<file path="src/rtl/button_event_ctrl_if.sv">
// Event stream between the button sequencer (master) and its consumer (slave).
interface button_event_ctrl_if #(
  parameter int IDX_W = 2
);
  logic             evt_valid;
  logic             evt_ready;
  logic [IDX_W-1:0] evt_btn;
  logic [1:0]       evt_type;
  logic             evt_ovf;
  logic             ovf_clr;

  modport master (
    output evt_valid, evt_btn, evt_type, evt_ovf,
    input  evt_ready, ovf_clr
  );

  modport slave (
    input  evt_valid, evt_btn, evt_type, evt_ovf,
    output evt_ready, ovf_clr
  );
endinterface

</file>
<file path="src/rtl/button_event_ctrl.sv">
// Turns N debounced button levels into a single press/release/long/repeat event
// stream: per-button FSMs feed one-deep pending slots drained by a round-robin arbiter.
module button_event_ctrl #(
  parameter int N_BTN        = 4,
  parameter int TICK_DIV     = 50000,
  parameter int LONG_TICKS   = 1000,
  parameter int REPEAT_TICKS = 200
) (
  input  logic                clk,
  input  logic                rst,
  input  logic [N_BTN-1:0]    btn_clean,
  button_event_ctrl_if.master evt
);
  localparam int IDX_W   = (N_BTN > 1) ? $clog2(N_BTN) : 1;
  localparam int MAX_T   = (LONG_TICKS > REPEAT_TICKS) ? LONG_TICKS : REPEAT_TICKS;
  localparam int CNT_W   = $clog2(MAX_T + 1);
  localparam int PRESC_W = $clog2(TICK_DIV);
  localparam logic [CNT_W-1:0] LONG_C   = CNT_W'(LONG_TICKS);
  localparam logic [CNT_W-1:0] REPEAT_C = CNT_W'(REPEAT_TICKS);

  typedef enum logic [1:0] {ST_IDLE, ST_PRESSED, ST_HELD} state_e;
  typedef enum logic [1:0] {
    EV_PRESS   = 2'd0,
    EV_RELEASE = 2'd1,
    EV_LONG    = 2'd2,
    EV_REPEAT  = 2'd3
  } evt_e;

  logic [PRESC_W-1:0] presc_q, presc_d;
  logic               tick;
  logic [N_BTN-1:0]   prev_q, rise, fall;

  state_e           state_q [N_BTN];
  state_e           state_d [N_BTN];
  logic [CNT_W-1:0] cnt_q   [N_BTN];
  logic [CNT_W-1:0] cnt_d   [N_BTN];
  logic [CNT_W-1:0] cnt_inc [N_BTN];
  logic [N_BTN-1:0] thr;
  logic [N_BTN-1:0] raise;
  evt_e             rtype   [N_BTN];

  logic [N_BTN-1:0] pend_q, pend_d, drop, grant;
  evt_e             ptype_q [N_BTN];
  evt_e             ptype_d [N_BTN];

  logic             valid_q, valid_d, ovf_q, ovf_d;
  logic [IDX_W-1:0] btn_q, btn_d, ptr_q, ptr_d, gidx;
  evt_e             type_q, type_d;
  logic             load_en, found;
  int unsigned      scan;

  always_comb begin
    tick    = (presc_q == PRESC_W'(TICK_DIV - 1));
    presc_d = tick ? '0 : presc_q + PRESC_W'(1);
  end

  assign rise = btn_clean & ~prev_q;
  assign fall = ~btn_clean & prev_q;

  // Tick threshold is shared by PRESSED (towards LONG) and HELD (towards REPEAT).
  always_comb begin
    for (int unsigned i = 0; i < N_BTN; i++) begin
      cnt_inc[i] = cnt_q[i] + CNT_W'(1);
      thr[i]     = tick && (cnt_inc[i] == ((state_q[i] == ST_HELD) ? REPEAT_C : LONG_C));
    end
  end

  always_ff @(posedge clk or posedge rst) begin
    if (rst) begin
      for (int unsigned i = 0; i < N_BTN; i++) begin
        state_q[i] <= ST_IDLE;
        cnt_q[i]   <= '0;
      end
    end else begin
      for (int unsigned i = 0; i < N_BTN; i++) begin
        state_q[i] <= state_d[i];
        cnt_q[i]   <= cnt_d[i];
      end
    end
  end

  always_comb begin
    for (int unsigned i = 0; i < N_BTN; i++) begin
      state_d[i] = state_q[i];
      cnt_d[i]   = cnt_q[i];
      case (state_q[i])
        ST_IDLE: begin
          if (rise[i]) begin
            state_d[i] = ST_PRESSED;
            cnt_d[i]   = '0;
          end
        end
        ST_PRESSED, ST_HELD: begin
          if (fall[i]) begin
            state_d[i] = ST_IDLE;
          end else if (thr[i]) begin
            state_d[i] = ST_HELD;
            cnt_d[i]   = '0;
          end else if (tick) begin
            cnt_d[i] = cnt_inc[i];
          end
        end
        default: state_d[i] = ST_IDLE;
      endcase
    end
  end

  always_comb begin
    for (int unsigned i = 0; i < N_BTN; i++) begin
      raise[i] = 1'b0;
      rtype[i] = EV_PRESS;
      case (state_q[i])
        ST_IDLE: raise[i] = rise[i];
        ST_PRESSED: begin
          if (fall[i]) begin
            raise[i] = 1'b1;
            rtype[i] = EV_RELEASE;
          end else if (thr[i]) begin
            raise[i] = 1'b1;
            rtype[i] = EV_LONG;
          end
        end
        ST_HELD: begin
          if (fall[i]) begin
            raise[i] = 1'b1;
            rtype[i] = EV_RELEASE;
          end else if (thr[i]) begin
            raise[i] = 1'b1;
            rtype[i] = EV_REPEAT;
          end
        end
        default: raise[i] = 1'b0;
      endcase
    end
  end

  always_comb begin
    load_en = !valid_q || evt.evt_ready;
    found   = 1'b0;
    gidx    = '0;
    scan    = 0;
    grant   = '0;
    for (int unsigned k = 0; k < N_BTN; k++) begin
      scan = int'(ptr_q) + k;
      if (scan >= N_BTN) scan = scan - N_BTN;
      if (!found && pend_q[IDX_W'(scan)]) begin
        found = 1'b1;
        gidx  = IDX_W'(scan);
      end
    end
    if (load_en && found) grant[gidx] = 1'b1;
  end

  // A slot granted this cycle is free again, so a same-cycle raise reloads it.
  always_comb begin
    drop = '0;
    for (int unsigned i = 0; i < N_BTN; i++) begin
      pend_d[i]  = pend_q[i] & ~grant[i];
      ptype_d[i] = ptype_q[i];
      if (raise[i]) begin
        if (pend_d[i]) begin
          drop[i] = 1'b1;
        end else begin
          pend_d[i]  = 1'b1;
          ptype_d[i] = rtype[i];
        end
      end
    end
  end

  always_comb begin
    valid_d = valid_q;
    btn_d   = btn_q;
    type_d  = type_q;
    ptr_d   = ptr_q;
    if (load_en) begin
      valid_d = found;
      if (found) begin
        btn_d  = gidx;
        type_d = ptype_q[gidx];
        ptr_d  = (gidx == IDX_W'(N_BTN - 1)) ? '0 : gidx + IDX_W'(1);
      end
    end
    ovf_d = (|drop) | (ovf_q & ~evt.ovf_clr);
  end

  always_ff @(posedge clk or posedge rst) begin
    if (rst) begin
      presc_q <= '0;
      prev_q  <= '0;
      pend_q  <= '0;
      for (int unsigned i = 0; i < N_BTN; i++) ptype_q[i] <= EV_PRESS;
      valid_q <= 1'b0;
      btn_q   <= '0;
      type_q  <= EV_PRESS;
      ptr_q   <= '0;
      ovf_q   <= 1'b0;
    end else begin
      presc_q <= presc_d;
      prev_q  <= btn_clean;
      pend_q  <= pend_d;
      for (int unsigned i = 0; i < N_BTN; i++) ptype_q[i] <= ptype_d[i];
      valid_q <= valid_d;
      btn_q   <= btn_d;
      type_q  <= type_d;
      ptr_q   <= ptr_d;
      ovf_q   <= ovf_d;
    end
  end

  assign evt.evt_valid = valid_q;
  assign evt.evt_btn   = btn_q;
  assign evt.evt_type  = type_q;
  assign evt.evt_ovf   = ovf_q;
endmodule

</file>
<file path="src/flat_wrapper.sv">
// flat-port wrapper written by rule: the top's interface ports become plain ports
module button_event_ctrl_flat 
#(
  parameter int N_BTN        = 4,
  parameter int TICK_DIV     = 50000,
  parameter int LONG_TICKS   = 1000,
  parameter int REPEAT_TICKS = 200
)
  (clk, rst, btn_clean, evt_evt_valid, evt_evt_btn, evt_evt_type, evt_evt_ovf, evt_evt_ready, evt_ovf_clr);
  button_event_ctrl_if #(.IDX_W((2))) evt_i ();
  input  logic clk;
  input  logic rst;
  input  logic [N_BTN-1:0] btn_clean;
  output wire logic [$bits(evt_i.evt_valid)-1:0] evt_evt_valid;
  output wire logic [$bits(evt_i.evt_btn)-1:0] evt_evt_btn;
  output wire logic [$bits(evt_i.evt_type)-1:0] evt_evt_type;
  output wire logic [$bits(evt_i.evt_ovf)-1:0] evt_evt_ovf;
  input wire logic [$bits(evt_i.evt_ready)-1:0] evt_evt_ready;
  input wire logic [$bits(evt_i.ovf_clr)-1:0] evt_ovf_clr;
  assign evt_evt_valid = evt_i.evt_valid;
  assign evt_evt_btn = evt_i.evt_btn;
  assign evt_evt_type = evt_i.evt_type;
  assign evt_evt_ovf = evt_i.evt_ovf;
  assign evt_i.evt_ready = evt_evt_ready;
  assign evt_i.ovf_clr = evt_ovf_clr;
  button_event_ctrl #(.N_BTN(N_BTN), .TICK_DIV(TICK_DIV), .LONG_TICKS(LONG_TICKS), .REPEAT_TICKS(REPEAT_TICKS)) u_core (.clk(clk), .rst(rst), .btn_clean(btn_clean), .evt(evt_i));
endmodule
</file>
<file path="config.mk">
export PLATFORM = sky130hd
export DESIGN_NAME = button_event_ctrl_flat
export DESIGN_NICKNAME = d
export VERILOG_FILES = /design/src/rtl/button_event_ctrl_if.sv /design/src/rtl/button_event_ctrl.sv /design/src/flat_wrapper.sv
export SDC_FILE = /design/constraint.sdc
export NUM_CORES = 1
export LEC_CHECK = 0
export ABC_CLOCK_PERIOD_IN_PS = 4300
export BUFFER_PORTS_ARGS = -buffer_cell sky130_fd_sc_hd__buf_2
export CORE_MARGIN = 2
export CORE_UTILIZATION = 29
export DETAILED_ROUTE_END_ITERATION = 6
export GPL_TIMING_DRIVEN = 0
export PLACE_DENSITY = 0.49
export SLEW_MARGIN = 20
export SYNTH_ARGS = -nofsm -noshare
export SYNTH_HDL_FRONTEND = slang
export SYNTH_SLANG_ARGS = --single-unit
</file>
<file path="constraint.sdc">
create_clock -name clk -period 4.3 [get_ports clk]
set_input_delay 0.43 -clock clk [delete_from_list [all_inputs] [get_ports clk]]
set_output_delay 0.43 -clock clk [all_outputs]
set_load 0.02 [all_outputs]
</file>
# Yosys cells after proc, flatten, opt, wreduce, memory -nomap -nowiden
# Index checks and enable logic that the tools add are counted.
# word_totals
reg_bits	88
out_inout_bits	6
# classes
addsub	13
magnitude_cmp	11
n_eq_ne	30
n_mux	112
bitwise	20
reduce_logical	40
# op_table
op	count
10-bit 2-to-1 mux	20
10-bit one-hot mux with 2 select lines	4
2-bit 2-to-1 mux	39
10-bit by 1-bit adder with 10-bit output, second input constant	4
10-bit == test	4
2-bit one-hot mux with 2 select lines	8
1-bit 2-to-1 mux	29
3-bit by 1-bit != test with 1-bit output, second input constant	8
2-bit AND reduction	9
16-bit by 1-bit adder with 16-bit output, second input constant	1
16-bit == test, second input constant	1
16-bit 2-to-1 mux	1
4-bit AND reduction	4
2-bit by 3-bit less-than comparator with 1-bit output, second input constant	5
3-bit greater-or-equal comparator, second input constant	4
2-bit == test, second input constant	5
1-bit logical AND	9
1-bit inverter	9
4-bit bitwise AND	2
1-bit binary-select mux with 2-bit select	4
2-bit by 1-bit == test with 1-bit output, second input constant	4
2-bit zero test	4
2-bit by 1-bit != test with 1-bit output, second input constant	4
2-bit != test, second input constant	4
other kinds (19)	40

# Longest topological paths before layout
# Gate-level depths: netlist (run 1).
# depth
ltp_word	25
ltp_mapped	11
ltp_nobuf	10

# Least setup slack after synthesis (run 1)
# OpenSTA, ideal clock, no wires.
# synth_path
path_type	register to register
from	register u_core.cnt_q[0] (netlist bit)
to	register u_core.ptype_q[0] (netlist bit)
setup_time_ps	125
arrival_time_ps	2654
required_time_ps	4175
path_slack_ps	1522
stages_incl_launch_ff	11
synth_period_minus_slack_ps	2778
path_cell_list	dfrtp_1 > ha_1 > and2_1 > and3_1 > clkbuf_1 > o311ai_1 > o31ai_1 > nor3_2 > o21ai_1 > a221oi_2 > mux2_2
# synth_between
elab_chain_len	7
# synth_rtl
item	line	text
start: declaration	button_event_ctrl.sv:35	logic [CNT_W-1:0] cnt_q [N_BTN];
start signal: indexed assignment	button_event_ctrl.sv:77	cnt_q[i] <= cnt_d[i];
10-bit by 1-bit adder with 10-bit output *	button_event_ctrl.sv:63	cnt_inc[i] = cnt_q[i] + CNT_W'(1);
10-bit == test *	button_event_ctrl.sv:64	thr[i] = tick && (cnt_inc[i] == ((state_q[i] == ST_HELD) ? REPEAT_C : LONG_C));
1-bit logical AND *	button_event_ctrl.sv:64	
1-bit 2-to-1 mux	button_event_ctrl.sv:118, button_event_ctrl.sv:127	
1-bit 2-to-1 mux	button_event_ctrl.sv:124	if (fall[i]) begin
1-bit one-hot mux with 2 select lines	button_event_ctrl.sv:112	case (state_q[i])
2-bit AND reduction (no line)	--	
end: declaration	button_event_ctrl.sv:43	evt_e ptype_q [N_BTN];
# Every way passes the cells marked *; elsewhere a longest branch is shown, timed or not.
# A chain may end at the register's enable or synchronous reset.

# Worst setup path in the final report (run 1)
# layout_path
from	register u_core.cnt_q[10] (netlist bit)
to	register u_core.cnt_q[12] (netlist bit)
# layout_between
elab_chain_len	6
# layout_rtl
item	line	text
10-bit by 1-bit adder with 10-bit output *	button_event_ctrl.sv:63	
10-bit == test	button_event_ctrl.sv:64	
1-bit logical AND	button_event_ctrl.sv:64	
10-bit 2-to-1 mux	button_event_ctrl.sv:96	end else if (thr[i]) begin
10-bit 2-to-1 mux	button_event_ctrl.sv:94	if (fall[i]) begin
10-bit one-hot mux with 2 select lines	button_event_ctrl.sv:86	case (state_q[i])
# Every way passes the cells marked *; elsewhere a longest branch is shown, timed or not. The select of a mux whose other input is x is not followed.

==> impl_metrics.toml, run 1 <==
[sta]
skew_ns = 0.00997
whs_ns = 0.276
post-route-period-util_pct = 75.8
period_needed_ns = 3.26
worst_slack_ns = 1.04
final_max_slew_viol_count = 0
timing.fmax_ghz = 0.307
tightest_slew_ns = 0.904
fin_tns_setup_ns = 0
finalHoldViolations = 0
rsz0062_at_grt = "false"
relSlewSlack_pct = 39.7
setup_violations = 0

[floorplanning]
die_w_um = 144
fp.dieH_um = 144
start_util_pct = 29.3
num_rows = 51
ios = 14
die_area_um2 = 20600
core_area_um2 = 19300

[drt]
drt-initial-drc-count = 282
postRouteAntennaNets = 0
post_drt_wl_per_cell_um = 13.9
vias = 4831
top_layer = "met4"
met2_length_mm = 6.07
avgViaCountPerCell = 5.10
wl_met3_um = 376
drcViolationCount = 0
dr.pass1.iters = 5
wl_met1_mm = 6.53
wl_mm = 13.2

[cts]
clk_pin_slew_ns = 0.07
numCtsBuffers = 9
cts_max_level = 3
cts_buffer_depth = 2
clk-insertion-delay-late_ns = 0.35
cts_tree = "done"
cts_setup_buffers = 0
cts_root_buffer = "clkbuf_16"
ctsResizeCount = 0
clkSinkCount = 88

[yosys]
synth_edf_count = 0
synthCells = 652
ys.flop_type = "dfrtp_1"
yosys.area_share.simple_pct = 23.4
synth_fa_ha_area_share_pct = 6.42
synth.avg_cell_area_um2 = 8.67
synth_xor_xnor_area_share_pct = 3.72
yosys.cell_types.count = 68
ys.warnings.count = 0
ys_seq_elements = 88
synth_top_family_by_area = "simple AND/OR/NAND/NOR gates"
synthMuxAreaShare_pct = 3.21
synth_compound_area_share_pct = 20.4
syn_nets = 689
netlist_area_um2 = 5650
synth.yosys.seq_area_share_pct = 38.9
synthArstFlopShare_pct = 100

[layout]
fin_cells = 948
drive_gt1_share_pct = 8.93
syn_to_final_growth_pct = 13.4
antenna_cells = 0
n_fill_cell = 1995
final_common_cell = "dfrtp_1"
nNetsFinal = 715
mostFrequentLayoutCells = "dfrtp_1 (88), nand2_1 (79), o21ai_0 (67)"

[worst_hold_path]
min_path_type = "in2reg"
hold_start = "btn_clean[3]"

[grt]
grt_start_max_net_pins = 74
grt_use_total_pct = 13.5
grt_pass1_wl_mm = 22.4
grt.overflow.total = 0
antenna_found_initial = 0
grt_pass1_vias = 4646

[placed_design]
dpl.hpwl_mm = 9.45
place_ws_ns = 1.06
dp.cells = 931
place.gp.congestion = 0.824
io_buffers = 13

[setup_path]
worst_setup_path_start_kind = "flip-flop"
arrival_ns = 3.47
path_class = "reg2reg"
worstPathCellList = "ha_1 -> nand4_1 -> or4_1 -> a221oi_1 -> o311ai_2 -> nand2_2 -> or2_1 -> clkbuf_1 -> o21ai_0"
reg2reg_from = "u_core.cnt_q[10]"
crit_start = "u_core.cnt_q[10]"
cp_slowest_stage_delay_ns = 0.55
worstPathRequired_ns = 4.51
endpoint_kind = "flip-flop"
worstPathMaxFanout = 10
slowest_stage = "or4_1"

[job]
max_cap_violations = 0

[status]
status = "completed"

[power_and_ir_drop]
power.density_nw_per_um2 = 470
p_leak_nw = 2.62
peakVddDrop_uv = 213
final timing paths:
path	end	cells after the start	slack [ns]
max	u_core.cnt_q[12]	9	1.04
min	u_core.prev_q[3]	1	0.28
max reg2reg	u_core.cnt_q[12]	9	1.04
min reg2reg	u_core.presc_q[0]	1	0.46
max in group asynchronous	u_core.presc_q[0]	4	3.15
min in group asynchronous	u_core.cnt_q[29]	3	0.55
sequential cells by signal, summed over array words and instances (netlist names):
name / count
u_core.cnt_q: 40
u_core.evt.evt_btn: 2
u_core.evt.evt_ovf: 1
u_core.evt.evt_type: 2
u_core.evt.evt_valid: 1
u_core.pend_q: 4
u_core.presc_q: 16
u_core.prev_q: 4
u_core.ptr_q: 2
u_core.ptype_q: 8
u_core.state_q: 8
metrics by stage:
step / cell area, um2 / power (mW) / utilization [%]
after global placement: 6050 / 2.14 / 31.4
after global routing: 6410 / 3.25 / 33.3
final: 6410 / 3.01 / 33.3
after floorplan: 5650 / 1.87 / -
after detailed placement: 6080 / 2.17 / 31.6
after CTS: 6410 / 3.05 / 33.3
critical path: cells and delay by family (launching register included):
family	cells	cell delay, ns
compound gates	3	0.79
fa+ha+maj	1	0.35
buf+inv	1	0.28
flops	1	0.49
simple gates	4	1.19
final cells by class:
type	instances	area (um2)	area share, %
buffer	22	98.8	1.54
clock buffer	9	225	3.51
clock inverter	7	95.1	1.48
inverter	33	129	2.01
multi-input combinational	509	3230	50.4
sequential	88	2200	34.3
tap	265	332	5.17
timing repair buffer	15	103	1.60
per-layer routing:
metal | track usage [%] | vias up
li1 | - | 2415
met4 | 5.83 | 0
met1 | 18.4 | 2307
met5 | 0 | -
met3 | 1.77 | 12
met2 | 21.5 | 97
cells by family after synthesis:
logic type / count (synthesis)
buffers and inverters: 55
AO/OA/AOI/OAI: 183
adder cells (fa/ha/maj): 29
AND/OR/NAND/NOR: 256
flip-flops: 88
XOR/XNOR: 24
multiplexers: 17
power by group:
part	internal (mW)	switching, mW
logic	0.387	0.683
registers	0.951	0.135
clock network	0.510	0.345
total	1.85	1.16
cell usage after synthesis (3+ instances only):
cell type	count	share of area, %
a211oi_1	8	1.1
a21boi_0	4	0.53
a21o_1	3	0.40
a21oi_1	34	3.0
a221o_1	3	0.53
a221oi_1	3	0.46
a31oi_1	9	1.0
and2_1	9	1.0
and3_1	14	1.5
and4_1	5	0.77
buf_2	6	0.53
clkbuf_1	11	0.73
dfrtp_1	88	39
ha_1	29	6.4
inv_1	33	2.2
mux2_2	7	1.4
mux2i_1	8	1.4
nand2_1	79	5.2
nand2b_1	11	1.2
nand3_1	26	2.3
nand3b_1	5	0.66
nand4_1	8	0.89
nor2_1	43	2.9
nor2b_1	6	0.66
nor3_1	11	0.97
nor3b_1	4	0.53
nor4_1	9	1.0
o2111ai_1	3	0.46
o211ai_1	3	0.40
o21ai_0	67	5.9
o22ai_1	5	0.55
o2bb2ai_1	4	0.62
o31ai_1	16	2.1
or2_2	3	0.33
or3_1	5	0.55
or4_1	4	0.53
xnor2_1	13	2.0
xor2_1	11	1.7
what timing repair did:
item	in CTS	in global routing
hold buffers	1	0
hold endpoints to repair	12	0
endpoints found under the setup margin	0	0
No activity file was read; power rests on OpenSTA's default activity.
==> run 2: changes to the inputs <==
--- a/config.mk
+++ b/config.mk
@@ -5,7 +5,7 @@
 export SDC_FILE = /design/constraint.sdc
 export NUM_CORES = 1
 export LEC_CHECK = 0
-export ABC_CLOCK_PERIOD_IN_PS = 4300
+export ABC_CLOCK_PERIOD_IN_PS = 3200
 export BUFFER_PORTS_ARGS = -buffer_cell sky130_fd_sc_hd__buf_2
 export CORE_MARGIN = 2
 export CORE_UTILIZATION = 29
==> constraint.sdc (replaced) <==
create_clock -name clk -period 3.2 [get_ports clk]
set_input_delay 0.32 -clock clk [delete_from_list [all_inputs] [get_ports clk]]
set_output_delay 0.32 -clock clk [all_outputs]
set_load 0.02 [all_outputs]
==> impl_metrics.toml, run 2 (synthesized netlist as in run 1, its figures left out) <==
[placed_design]
place.gp.congestion = 0.824
io_buffers = 13
place_area_um2 = 6080
dpl.hpwl_mm = 9.45

[floorplanning]
fp.dieH_um = 144
die_w_um = 144
num_rows = 51
core_area_um2 = 19300
ios = 14
start_util_pct = 29.3
die_area_um2 = 20600

[drt]
post_drt_wl_per_cell_um = 13.9
wl_mm = 13.3
drcViolationCount = 0
postRouteAntennaNets = 0
vias = 4863
drt-initial-drc-count = 294
avgViaCountPerCell = 5.09
dr.pass1.iters = 6

[layout]
mostFrequentLayoutCells = "dfrtp_1 (87), nand2_1 (79), o21ai_0 (67)"
top_register = "u_core.cnt_q"
finalCoreUtilization_pct = 33.7
reg.largest.list = "u_core.cnt_q: 40 flops, u_core.presc_q: 16 flops"
nNetsFinal = 722
drive_gt1_share_pct = 10.7
antenna_cells = 0
syn_to_final_growth_pct = 15.0
largest_register_ffs = 40
final_common_cell = "dfrtp_1"
fin_area_um2 = 6500

[sta]
setup_violations = 0
tightest_slew_ns = 0.710
timing.fmax_ghz = 0.329
finalHoldViolations = 0
rsz0062_at_grt = "false"
period_needed_ns = 3.04
skew_ns = 0.0101
relSlewSlack_pct = 52.3
post-route-period-util_pct = 95.0
final_max_slew_viol_count = 0

[setup_path]
cp_slowest_stage_delay_ns = 0.53
endpoint_kind = "flip-flop"
worstPathMaxFanout = 10
path_delay_family = "simple AND/OR/NAND/NOR gates"
slowest_stage = "or4_1"
worst_setup_path_start_kind = "flip-flop"
path_class = "reg2reg"
worstPathRequired_ns = 3.42
arrival_ns = 3.26
worst-path-buf-inv = 1
worstPathCellList = "ha_2 -> nand4_1 -> or4_1 -> a221oi_1 -> o311ai_4 -> nand2_2 -> or2_1 -> clkbuf_2 -> o21ai_0"
rrSetupSlack_ns = 0.16

[power_and_ir_drop]
power.density_nw_per_um2 = 625
peakVddDrop_uv = 286
p_leak_nw = 2.65

[grt]
antenna_found_initial = 0
grt.overflow.total = 0
grt_pass1_wl_mm = 22.4
grt_pass1_vias = 4646
grt_start_max_net_pins = 74
grt_use_total_pct = 13.5

[job]
max_cap_violations = 0

[cts]
cts_max_level = 3
numCtsBuffers = 9
cts_buffer_depth = 2
clk-insertion-delay-late_ns = 0.35
cts_tree = "done"
clk_pin_slew_ns = 0.07
clkSinkCount = 88
cts_root_buffer = "clkbuf_16"

[status]
status = "completed"

[worst_hold_path]
min_path_type = "in2reg"
[run 2: worst register-to-register path, stage by stage (launching register included)]
cell	delay (ns)
dfrtp_1	0.46
ha_2	0.30
nand4_1	0.20
or4_1	0.53
a221oi_1	0.53
o311ai_4	0.19
nand2_2	0.25
or2_1	0.14
clkbuf_2	0.19
o21ai_0	0.12
[run 2: area by class of cell]
type,instances,area (um2)
Fill cell,1993,12800
Multi-Input combinational cell,509,3260
Sequential cell,88,2200
Tap cell,265,332
Clock buffer,9,225
Timing Repair Buffer,22,155
Inverter,33,129
Buffer,22,100
Clock inverter,7,95.1
[run 2: per-stage QoR]
step / worst slack, ns / TNS, ns / power (mW) / cells / hold slack, ns
after global routing: 0.00451 / 0 / 4.39 / 955 / 0.150
after detailed placement: -0.0400 / -0.0729 / 2.92 / 931 / 0.264
after floorplan: 0.422 / 0 / 2.52 / 652 / 0.351
after CTS: 0.00535 / 0 / 4.10 / 948 / 0.148
final: 0.159 / 0 / 4.07 / 955 / 0.164
after global placement: -0.711 / -62.02 / 2.88 / 930 / 0.450
[run 2: per-layer routing]
metal	up-vias	share of wire (%)	GRT usage, %
met1	2320	49	18.4
met5	-	0	0
met4	0	1.6	5.83
met3	14	2.8	1.77
met2	96	46	21.5
li1	2433	-	-
[run 2: power by group]
group	switching (mW)	internal, mW
Sequential	0.182	1.28
Combinational	0.926	0.528
Clock	0.465	0.686
[run 2: repair_timing]
| item | CTS | global route |
|---|---|---|
| buffers inserted | 0 | 7 |
| gates resized for setup | 2 | 6 |
| pin swaps | 1 | 4 |
| setup endpoints to repair | 8 | 18 |
| endpoints found under the hold margin | 15 | 0 |
| hold buffers | 1 | 0 |
[run 2: final timing paths]
check                                       start                end  depth (start not counted)
worst max-delay path             u_core.cnt_q[11]   u_core.cnt_q[12]                          9
worst min-delay path                 btn_clean[3]   u_core.prev_q[3]                          1
worst max register to register   u_core.cnt_q[11]   u_core.cnt_q[12]                          9
worst min register to register  u_core.presc_q[0]  u_core.presc_q[0]                          1
max in group asynchronous                     rst   u_core.cnt_q[10]                          4
min in group asynchronous                     rst   u_core.cnt_q[29]                          3
